### config.mk
export PLATFORM = sky130hd
export DESIGN_NAME = fog_step_integrator
export DESIGN_NICKNAME = d
export VERILOG_FILES = /design/src/rtl/fog_pkg.sv /design/src/rtl/fog_sat_add.sv /design/src/rtl/fog_step_integrator.sv
export SDC_FILE = /design/constraint.sdc
export NUM_CORES = 1
export LEC_CHECK = 0
export ABC_AREA = 1
export CAP_MARGIN = 20
export CORE_MARGIN = 8
export CORE_UTILIZATION = 57
export DETAILED_ROUTE_END_ITERATION = 16
export PLACE_DENSITY = 0.82
export SYNTH_ARGS = -nofsm -noshare
export SYNTH_HDL_FRONTEND = slang
export SYNTH_HIERARCHICAL = 1
export SYNTH_SLANG_ARGS = --single-unit
### constraint.sdc
create_clock -name i_clk -period 3.6 [get_ports i_clk]
set_input_delay 0.54 -clock i_clk [delete_from_list [all_inputs] [get_ports i_clk]]
set_output_delay 0.54 -clock i_clk [all_outputs]
set_load 0.005 [all_outputs]
### src/rtl/fog_pkg.sv
// Shared definitions for the FOG closed-loop feedback stages.
package fog_pkg;

    localparam int unsigned ERR_W_DEF    = 32;
    localparam int unsigned GAIN_W_DEF   = 5;
    localparam logic [31:0] RATE_LIM_DEF = 32'h3FFF_FFFF;

    typedef enum logic [1:0] {
        ST_IDLE  = 2'd0,
        ST_SCALE = 2'd1,
        ST_INTEG = 2'd2,
        ST_STEP  = 2'd3
    } state_e;

endpackage

### src/rtl/fog_sat_add.sv
// Signed add with one guard bit, clamped symmetrically to +/-LIM.
module fog_sat_add #(
    parameter int unsigned     W   = 32,
    parameter logic [W-1:0]    LIM = {1'b0, {(W-1){1'b1}}}
) (
    input  logic signed [W-1:0] i_a,
    input  logic signed [W-1:0] i_b,
    output logic signed [W-1:0] o_sum
);

    logic signed [W:0] w_sum;
    logic signed [W:0] w_pos_lim;
    logic signed [W:0] w_neg_lim;

    assign w_sum     = $signed({i_a[W-1], i_a}) + $signed({i_b[W-1], i_b});
    assign w_pos_lim = $signed({1'b0, LIM});
    assign w_neg_lim = -w_pos_lim;

    always_comb begin
        o_sum = w_sum[W-1:0];
        if (w_sum > w_pos_lim) begin
            o_sum = w_pos_lim[W-1:0];
        end else if (w_sum < w_neg_lim) begin
            o_sum = w_neg_lim[W-1:0];
        end
    end

endmodule

### src/rtl/fog_step_integrator.sv
// Error -> saturating rate -> wrapping phase-step ramp, plus modulation sum for the DAC.
module fog_step_integrator
    import fog_pkg::*;
#(
    parameter int unsigned      ERR_W    = ERR_W_DEF,
    parameter int unsigned      GAIN_W   = GAIN_W_DEF,
    parameter logic [ERR_W-1:0] RATE_LIM = ERR_W'(RATE_LIM_DEF)
) (
    input  logic              i_clk,
    input  logic              i_rst_n,
    input  logic [ERR_W-1:0]  i_err,
    input  logic              i_sync,
    input  logic [GAIN_W-1:0] i_gain_sel,
    input  logic              i_loop_en,
    input  logic [ERR_W-1:0]  i_const_rate,
    input  logic [ERR_W-1:0]  i_mod_in,
    output logic [ERR_W-1:0]  o_rate,
    output logic [ERR_W-1:0]  o_step,
    output logic [ERR_W-1:0]  o_phase_out,
    output logic              o_step_valid,
    output logic              o_overrun,
    output logic [1:0]        o_state
);

    state_e                    r_state;
    logic signed [ERR_W-1:0]   r_err;
    logic [GAIN_W-1:0]         r_gain;
    logic                      r_loop_en;
    logic signed [ERR_W-1:0]   r_scaled;
    logic signed [ERR_W-1:0]   r_rate;
    logic [ERR_W-1:0]          r_step;
    logic [ERR_W-1:0]          r_phase;
    logic                      r_valid;
    logic                      r_overrun;
    logic signed [ERR_W-1:0]   w_rate_sum;

    fog_sat_add #(
        .W   (ERR_W),
        .LIM (RATE_LIM)
    ) u_sat_add (
        .i_a   (r_rate),
        .i_b   (r_scaled),
        .o_sum (w_rate_sum)
    );

    always_ff @(posedge i_clk or negedge i_rst_n) begin
        if (!i_rst_n) begin
            r_state   <= ST_IDLE;
            r_err     <= '0;
            r_gain    <= '0;
            r_loop_en <= 1'b0;
            r_scaled  <= '0;
            r_rate    <= '0;
            r_step    <= '0;
            r_phase   <= '0;
            r_valid   <= 1'b0;
            r_overrun <= 1'b0;
        end else begin
            r_valid <= 1'b0;
            r_phase <= r_step + i_mod_in;
            if (i_sync && (r_state != ST_IDLE)) begin
                r_overrun <= 1'b1;
            end
            case (r_state)
                ST_IDLE: begin
                    if (i_sync) begin
                        r_err     <= i_err;
                        r_gain    <= i_gain_sel;
                        r_loop_en <= i_loop_en;
                        r_state   <= ST_SCALE;
                    end
                end
                ST_SCALE: begin
                    // Arithmetic shift floors negative values (-1 >>> n stays -1).
                    r_scaled <= r_err >>> r_gain;
                    r_state  <= ST_INTEG;
                end
                ST_INTEG: begin
                    r_rate  <= r_loop_en ? w_rate_sum : i_const_rate;
                    r_state <= ST_STEP;
                end
                ST_STEP: begin
                    r_step  <= r_step + r_rate;
                    r_valid <= 1'b1;
                    r_state <= ST_IDLE;
                end
                default: r_state <= ST_IDLE;
            endcase
        end
    end

    assign o_rate       = r_rate;
    assign o_step       = r_step;
    assign o_phase_out  = r_phase;
    assign o_step_valid = r_valid;
    assign o_overrun    = r_overrun;
    assign o_state      = r_state;

endmodule

* Yosys cells after proc, flatten, opt, wreduce, memory -nomap -nowiden *
Index checks and enable logic that the tools add are counted.

cells by class
  add/subtract/negate cells = 3
  $lt $le $gt $ge = 2
  equal/unequal tests = 4
  shifts and indexed selects = 1
  multiplexer cells = 6
  reductions and logical operators = 4

operators by type and width
  kind                  number
  $mux 32               3
  $add 32x32->32        2
  $add 32x32->33        1
  $gt 33x31->1 const B  1
  $lt 33x31->1 const B  1
  $sshr 32x5->32        1
  $pmux 2 s4            1
  $eq 2x2->1 const B    2
  $eq 2x1->1 const B    1
  $logic_not 2->1       1
  $mux 2                1
  $ne 2x2->1 const B    1
  $reduce_and 2->1      1
  $reduce_bool 2->1     1
  $logic_and 1x1->1     1
  $mux 1                1

storage, ports and cells
  register bits = 170
  output and inout port bits = 100
  word-level logic and storage cells = 30

* Logic depth before layout (Yosys ltp) *
  word-level depth = 5
  gate-level depth with buffers = 24
  mapped depth without buffers = 23

* Cells and area by module *
The synthesis kept the hierarchy.

modules (own cells, without submodules)
  module               times used  cells an instance  area each (um2)
  fog_step_integrator  1           1766               12012.8
  fog_sat_add          1           618                2980.4

* Worst setup path after synthesis *
No wires, ideal clock.

  kind = flip-flop to flip-flop
  start = register r_rate[0] (netlist: o_rate[0])
  end = register r_rate[0] (netlist: o_rate[0])
  setup time = 0.135 ns
  arrival time = 2.425 ns
  required time = 3.465 ns
  slack = 1.040 ns
  cell stages (with the launch flop) = 19
  buffers on the path = 1
  path through = dfrtp_1 -> ha_1 -> inv_1 -> fa_1 -> inv_1 -> nand3_1 -> nand2_1 -> nand3_1 -> nand3_1 -> nand3b_1 -> nand2_1 -> nand2_1 -> nand2_2 -> xor2_2 -> a21o_1 -> buf_4 -> nand3_1 -> nand2_1 -> a31oi_1

between the ends
  longest elaborated chain between the ends = 5
  elaborated cells on any way between the ends = 6
  those cells by class = add/sub (1); order compare (2); mux (3)

RTL lines
  what                    line                       RTL
  start, declared         fog_step_integrator.sv:30  logic signed [ERR_W-1:0] r_rate;
  start signal, assigned  fog_step_integrator.sv:79  r_rate <= r_loop_en ? w_rate_sum : i_const_rate;
  $add 32x32->33 *        fog_sat_add.sv:15          assign w_sum = $signed({i_a[W-1], i_a}) + $signed({i_b[W-1], i_b});
  $lt 33x31->1            fog_sat_add.sv:23          end else if (w_sum < w_neg_lim) begin
  $mux 32                 fog_sat_add.sv:23
  $mux 32 *               fog_sat_add.sv:21          if (w_sum > w_pos_lim) begin
  net w_rate_sum[0]       fog_step_integrator.sv:35  logic signed [ERR_W-1:0] w_rate_sum;
  $mux 32 *               fog_step_integrator.sv:79

The timed path passes the listed nets; every way through them passes the cells marked *.
A chain may end at the register's enable or synchronous reset.

* Final worst setup path *
  start = register r_rate[0] (netlist: o_rate[0])
  end = register r_rate[2] (netlist: o_rate[2])

The elaborated chain is that of the path after synthesis.

==> results_dict.tcl <==
set metrics [dict create \
    syn_avg_cell_area_um2 6.29 \
    numCtsBuffers 17 \
    die_x_um 178 \
    grt_max_degree 84 \
    critPathKind "register to register" \
    syn_area_mm2 0.0150 \
    core_area_mm2 0.0259 \
    grt_pass1_vias 15700 \
    clock_latency_ns 0.45 \
    setup_violations 0 \
    dp_hpwl_mm 42.2 \
    max_cap_violations 0 \
    arrival_ns 3.68 \
    fp-row-count 59 \
    dp_slack_ns 0.417 \
    final_cells 2921 \
    cts_resized 0 \
    routabilityCongestion 0.991 \
    clk_pin_slew_ns 0.09 \
    post-route-min-period_ns 3.32 \
    grt_pass1_wl_mm 81.5 \
    placedCellCount 2888 \
    grt_use_total_pct 32.5 \
    tightestPinTransition_ns 1.07 \
    first_pass_iters 6 \
    area_growth_pct 19.7 \
    start_util_pct 57.9 \
    num_vias 16600 \
    dieArea_mm2 0.0317 \
    start_kind "register" \
    synthCells 2384 \
    cts_max_level 4 \
    wl_per_cell_um 17.9 \
    fin_nets 2779 \
    post_cts_buffers 0 \
    synth_largest_area_cell "dfrtp_1" \
    wl_mm 52.3 \
    fin_ws_ns 0.275 \
    synth.area.top_cells "dfrtp_1, nand2_1, ha_1, inv_1, nand3_1" \
    cts-root-buf "clkbuf_16" \
    drc 0 \
    hold_buffers 0 \
    hold_class "input pin to asynchronous set/reset pin" \
    fin_setup_tns_ns 0 \
    first_iter_violations 1524 \
    io_buffers 204 \
    globalRouteOverflowTotal 0 \
    drive_above_1_share_pct 5.80 \
    clk_path_buf_depth 2 \
    post_dp_cell_area_mm2 0.0173 \
    yosysSeqAreaShare_pct 28.4 \
    synth_cell_type_count 46 \
    viasPerCell 5.67 \
    clock-sinks 170 \
    slew_headroom_pct 28.4 \
    drv_slew 0 \
    cts_tree "done" \
    clock_skew_ns 0.0196 \
    grt_setup_unrepaired "false" \
    cp.required_ns 3.96 \
    antenna_left 0 \
    finalCritPeriodShare_pct 92.3 \
    finalHoldViolCount 0 \
    dieHeight_um 178 \
    antenna_found_initial 0 \
    io-pin-count 205 \
    fillers 2255 \
    synth_top_area_share_pct 28.4 \
    critPathMaxFanout 30 \
    cp-end-kind "register" \
    postLayoutCellArea_mm2 0.0179 \
    synth_fp_nets 2590 \
    fmax_mhz 301 \
    insertedDiodeCount 0 \
    ys_warn_count 6 \
    status "complete, no violations" \
    ys_ff_latch 170 \
]
-- area by class of cell --
class	instances	area [um2]	share of cell area, %
Sequential cell	170	4250	23.7
Timing Repair Buffer	239	2320	12.9
Clock inverter	15	168	0.934
Clock buffer	17	425	2.37
Inverter	296	1110	6.21
Tap cell	335	419	2.34
Multi-Input combinational cell	1849	9250	51.5
-- layer usage --
| metal | wire (um) | global-route usage (%) | vias up | share of wire (%) |
|---|---|---|---|---|
| li1 | - | - | 7974 | - |
| met1 | 20800 | 39.3 | 7669 | 40 |
| met2 | 24700 | 55.4 | 773 | 47 |
| met3 | 4160 | 5.63 | 153 | 7.9 |
| met4 | 2610 | 15.9 | 0 | 5.0 |
| met5 | 0 | 0 | - | 0 |
-- critical path, cell delays in order, from the launching register on --
cell,delay (ns)
dfrtp_1,0.42
ha_1,0.25
inv_1,0.07
fa_1,0.40
inv_1,0.11
nand3_1,0.09
nand2_1,0.12
nand3_1,0.11
nand3_1,0.17
nand3b_1,0.14
nand3_1,0.10
nand2_1,0.08
nand2_1,0.07
nor2_1,0.04
nand3_1,0.08
nand2_1,0.06
nand2_2,0.05
buf_4,0.37
nand2_1,0.11
nand2_1,0.08
nand2_1,0.06
a31oi_1,0.21
-- cells in the mapped netlist (all sizes together) --
| library cell | n |
|---|---|
| nand2 | 927 |
| inv | 294 |
| nor2 | 222 |
| nand3 | 209 |
| dfrtp | 170 |
| a21oi | 133 |
| ha | 98 |
| o21ai | 77 |
| buf | 49 |
| a31oi | 32 |
| xor2 | 22 |
| clkbuf | 20 |
| nand4 | 17 |
| xnor2 | 17 |
| o211ai | 16 |
| mux2 | 15 |
| nor3 | 15 |
| nand3b | 12 |
| o21bai | 9 |
| or2 | 7 |
| a21o | 6 |
| and2 | 3 |
| fa | 3 |
| nor4 | 3 |
| o21a | 3 |
| clkinv | 2 |
| and3 | 1 |
| mux2i | 1 |
| o22ai | 1 |
-- final timing paths --
path / endpoint / from / cells after the start / slack [ns]
setup reg to reg: o_rate[2] / o_rate[0] / 21 / 0.28
hold reg to reg: o_overrun / o_overrun / 1 / 0.47
max in group asynchronous: o_step[22] / i_rst_n / 2 / 2.55
hold / removal: o_phase_out[2] / i_rst_n / 1 / 0.12
min in group i_clk: o_overrun / o_overrun / 1 / 0.47
setup / recovery: o_rate[2] / o_rate[0] / 21 / 0.28
-- through the flow --
stage               utilization (%)  hold slack [ns]
floorplan                         -            0.244
global placement               66.9            0.445
detailed placement             66.9            0.447
CTS                            69.2            0.165
global route                   69.3            0.188
finish                         69.3            0.124
-- cell usage in the layout, fill, tap and decap left out, drive strengths merged --
| cell type | Yosys | final |
|---|---|---|
| clkbuf | 20 | 17 |
| nor4 | 3 | 3 |
| clkinv | 2 | 9 |
| o22ai | 1 | 1 |
| xnor2 | 17 | 17 |
| and3 | 1 | 1 |
| clkdlybuf4s50 | 0 | 203 |
| o21a | 3 | 3 |
| fa | 3 | 3 |
| buf | 49 | 36 |
| nand3 | 209 | 209 |
| nor3 | 15 | 15 |
| or2 | 7 | 7 |
| nor2 | 222 | 222 |
| mux2i | 1 | 1 |
| and2 | 3 | 3 |
| dfrtp | 170 | 170 |
| nand4 | 17 | 17 |
| mux2 | 15 | 15 |
| o21ai | 77 | 77 |
| o211ai | 16 | 16 |
| a21oi | 133 | 133 |
| ha | 98 | 98 |
| o21bai | 9 | 9 |
| inv | 294 | 302 |
| nand2 | 927 | 927 |
| nand3b | 12 | 12 |
| a21o | 6 | 6 |
| xor2 | 22 | 22 |
| a31oi | 32 | 32 |
-- flip-flops by register name, summed over array words and instances (netlist names) --
signal and count:
o_phase_out 32, o_rate 32, o_step 32, r_err 32, r_scaled 32, r_gain 5, o_state 2, o_overrun 1
o_step_valid 1, r_loop_en 1
-- kinds of logic after synthesis --
logic type | count (synthesis) | share of synthesized area, %
xor gates and xnor gates | 39 | 2.33
buffers and inverters | 365 | 10.0
and+or+nand+nor | 1416 | 39.0
muxes | 16 | 1.19
AOI/OAI and AO/OA | 277 | 10.5
adders and majority gates | 101 | 8.58
DFF | 170 | 28.4
Power is not shown: default switching activity piles up to over one toggle a cycle in this logic, so the estimate is an artifact.
